--- config.mk ---
export PLATFORM = sky130hd
export DESIGN_NAME = ejercicio_3
export DESIGN_NICKNAME = d
export VERILOG_FILES = /design/src/rtl/ejercicio_3.sv
export SDC_FILE = /design/constraint.sdc
export NUM_CORES = 1
export LEC_CHECK = 0
export BUFFER_PORTS_ARGS = -buffer_cell sky130_fd_sc_hd__buf_4
export CAP_MARGIN = 5
export CORE_AREA = 5 5 42 44
export DETAILED_ROUTE_END_ITERATION = 12
export DIE_AREA = 0 0 47 49
export GPL_TIMING_DRIVEN = 0
export SLEW_MARGIN = 40
export SYNTH_ARGS = -nofsm -noshare
export SYNTH_HDL_FRONTEND = slang
export SYNTH_SLANG_ARGS = --single-unit
--- constraint.sdc ---
create_clock -name clk -period 1.4 [get_ports clk]
set_clock_uncertainty 0.2 [all_clocks]
set_input_delay 0.28 -clock clk [delete_from_list [all_inputs] [get_ports clk]]
set_output_delay 0.28 -clock clk [all_outputs]
set_load 0.02 [all_outputs]
--- src/rtl/ejercicio_3.sv ---
// rtl/ejercicio_3.sv - button-stepped 3-bit Gray-code Moore sequencer (optional BOTON_EDGE_EN)
module ejercicio_3 #(
   parameter int SYNC_STAGES = 2
) (
   input  logic clk,
   input  logic reset,
   input  logic boton,
   output logic Y1,
   output logic Y2,
   output logic Y3
);

   typedef enum logic [2:0] {
      S0 = 3'b000,
      S1 = 3'b001,
      S2 = 3'b011,
      S3 = 3'b010,
      S4 = 3'b110,
      S5 = 3'b111,
      S6 = 3'b101,
      S7 = 3'b100
   } state_t;

   logic [SYNC_STAGES-1:0] r_sync;
   logic                   w_boton_s;
   logic                   w_advance;
   state_t                 r_state;
   state_t                 w_state_next;

   // Bring the raw button level into the clk domain through a flip-flop chain
   always_ff @(posedge clk or negedge reset) begin
      if (!reset) begin
         r_sync <= '0;
      end else begin
         r_sync <= {r_sync[SYNC_STAGES-2:0], boton};
      end
   end

   assign w_boton_s = r_sync[SYNC_STAGES-1];

`ifdef BOTON_EDGE_EN
   logic r_boton_prev;

   // Remember the previous synchronized level so only a fresh press advances
   always_ff @(posedge clk or negedge reset) begin
      if (!reset) begin
         r_boton_prev <= 1'b0;
      end else begin
         r_boton_prev <= w_boton_s;
      end
   end

   assign w_advance = w_boton_s & ~r_boton_prev;
`else
   assign w_advance = w_boton_s;
`endif

   // State register; reset abandons any position in the sequence
   always_ff @(posedge clk or negedge reset) begin
      if (!reset) begin
         r_state <= S0;
      end else begin
         r_state <= w_state_next;
      end
   end

   // Successor in the Gray sequence, taken only when the advance condition holds
   always_comb begin
      w_state_next = r_state;
      if (w_advance) begin
         case (r_state)
            S0:      w_state_next = S1;
            S1:      w_state_next = S2;
            S2:      w_state_next = S3;
            S3:      w_state_next = S4;
            S4:      w_state_next = S5;
            S5:      w_state_next = S6;
            S6:      w_state_next = S7;
            S7:      w_state_next = S0;
            default: w_state_next = S0;
         endcase
      end
   end

   // Moore outputs are the state bits themselves
   always_comb begin
      {Y1, Y2, Y3} = r_state;
   end

endmodule

==> impl_metrics.env <==
export IMPL_outcome="finished clean"
export IMPL_final_cell_mix="dfrtp_1 (5), buf_4 (5), clkbuf_4 (3), mux2_4 (2), dlygate4sd3_1 (2)"
export IMPL_synth_fp_nets=15
export IMPL_worst_path_buf_inv=1
export IMPL_cts_sinks=5
export IMPL_ant_nets=0
export IMPL_crit_path_start_kind="register"
export IMPL_critical_path_depth=1
export IMPL_ys_warn_count=0
export IMPL_met1_usage_pct=4.02
export IMPL_synthSimpleGateAreaFrac_pct=8.97
export IMPL_vias_per_cell=3.08
export IMPL_p_per_area_mw_per_mm2=2320
export IMPL_diodes=0
export IMPL_grt_max_degree=6
export IMPL_grt_usage_pct=4.60
export IMPL_min_period_ns=1.32
export IMPL_post_drt_wl_per_cell_um=9.59
export IMPL_die_w_um=47
export IMPL_holdPathStages=0
export IMPL_worst_pin_slew_ns=0.183
export IMPL_synth_xor_area_share_pct=4.49
export IMPL_ys_seq_area_share_pct=64.1
export IMPL_clk_pin_slew_worst_paths_ns=0.04
export IMPL_synth_area_um2=195
export IMPL_cts_resized=0
export IMPL_crit_chain="buf_4"
export IMPL_fmax_mhz=756
export IMPL_die_h_um=49
export IMPL_drt_pass1_iterations=2
export IMPL_htreeDepth=1
export IMPL_tns_ns=0
export IMPL_clock_latency_ns=0.24
export IMPL_top_usage_layer="met4"
export IMPL_slew_viol_final=0
export IMPL_final_layout_size_suffix_gt1_share_pct=47.8
export IMPL_io_pins=6
export IMPL_synthAdderAreaFrac_pct=0
export IMPL_cap_violations=0
export IMPL_p_leak_nw=0.146
export IMPL_cp_slowest_cell="dfrtp_1"
export IMPL_post_cts_buffers=0
export IMPL_gr_usage_met3_pct=3.32
export IMPL_postSynthCellCount=12
export IMPL_cp_startpoint="r_state[0]"
export IMPL_vias=120
export IMPL_dp_hpwl_um=302
export IMPL_synth_compound_area_share_pct=0
export IMPL_r2r_start="r_state[0]"
export IMPL_root_buffer="clkbuf_4"
export IMPL_use_met2_pct=5.20
export IMPL_r2r_slack_ns=0.23
export IMPL_crit_family="flip-flops"
export IMPL_utilization_pct=21.3
export IMPL_nets=27
export IMPL_drt_iter0_markers=2
export IMPL_grt_ovfl_total=0
export IMPL_synth_seq_cells=5
export IMPL_r2r_cells=2
export IMPL_endpoint="Y3"
export IMPL_port_buffers=5
export IMPL_cp_required_ns=0.92
export IMPL_rows=14
export IMPL_cpPeakStageDelay_ns=0.42
export IMPL_cp_arrival_ns=0.84
export IMPL_hold_violations=0
export IMPL_place_congestion=0.691
export IMPL_cts_tree="done"
export IMPL_critical_path_class="register to output pin"
export IMPL_hold_buffers=2
export IMPL_clk_path_buf_depth=2
export IMPL_synthMuxAreaShare_pct=20.5
export IMPL_die_area_mm2=0.00230
export IMPL_hold_path_class="register to register"
export IMPL_drcViolationCount=0
export IMPL_initial_utilization_pct=13.9
export IMPL_layout_worst_path_cycle_share_pct=94.5
export IMPL_end_kind="output pin"
export IMPL_synth_distinct_cells=7
export IMPL_relSlewSlack_pct=87.8
export IMPL_avgSynthCellArea_um2=16.3
export IMPL_n_fill_cell=156
export IMPL_antenna_found_initial=0
export IMPL_routed_wl_um=374
export IMPL_synthToLayoutAreaGrowth_pct=53.2
export IMPL_coreArea_mm2=0.00140
export IMPL_ir_drop_mv=0.326
export IMPL_rsz0062_at_grt="no"
export IMPL_grt_pass1_wl_um=607
export IMPL_finalSetupViolCount=0
export IMPL_grt_pass1_vias=151
export IMPL_cts_made_buffers=3
export IMPL_synth_top_family_by_area="multiplexers"
export IMPL_cp_max_fo=4
## final cells by class
class / count / area (um2) / area share, %
flip-flops and latches: 5 / 125 / 41.8
clock buffers: 4 / 26.3 / 8.79
multi-input cells: 6 / 66.3 / 22.2
well taps: 16 / 20.0 / 6.69
repair buffers: 7 / 57.6 / 19.2
inverters: 1 / 3.75 / 1.26
## cell usage after synthesis
cell     n  area (um2)
dfrtp_1  5         125
inv_1    1        3.75
mux2_4   2        30.0
mux2i_1  1        10.0
nand2_1  1        3.75
nor2b_4  1        13.8
xnor2_1  1        8.76
## worst min path at each step
stage,from,to,slack (ns)
after floorplan,reset,async pin,-0.22
after global placement,reset,r_state[0],-0.12
after detailed placement,reset,async pin,-0.12
after CTS,r_sync[0],r_sync[1],0.16
after global routing,r_sync[0],r_sync[1],0.17
final,r_sync[0],r_sync[1],0.15
## where the power goes
| group | internal (mW) | switching [mW] |
|---|---|---|
| combinational | 0.156 | 0.118 |
| clock | 0.108 | 0.0557 |
| sequential | 0.194 | 0.0606 |
| total | 0.458 | 0.235 |
## cell families (layout without fill, tap and decap cells)
family | after synthesis | count (layout)
buf+inv | 1 | 12
flops | 5 | 5
mux | 3 | 3
simple gates | 2 | 2
xor+xnor | 1 | 1
## layer usage
| layer | routed length, um | part of all wire [%] |
|---|---|---|
| met5 | 0 | 0 |
| met2 | 170 | 45 |
| met4 | 15 | 4.0 |
| met1 | 129 | 34 |
| met3 | 58 | 16 |
## stage by stage
stage / worst slack (ns) / area (um2) / total power, mW / std cells / hold slack [ns]
floorplan: 0.176 / 195 / 0.423 / 12 / -0.216
global placement: 0.259 / 253 / 0.510 / 33 / -0.121
detailed placement: 0.230 / 253 / 0.532 / 33 / -0.116
CTS: 0.0650 / 299 / 0.709 / 39 / 0.156
global route: 0.0521 / 299 / 0.738 / 39 / 0.170
finish: 0.0772 / 299 / 0.693 / 39 / 0.150
(Power assumes the default switching activity.)
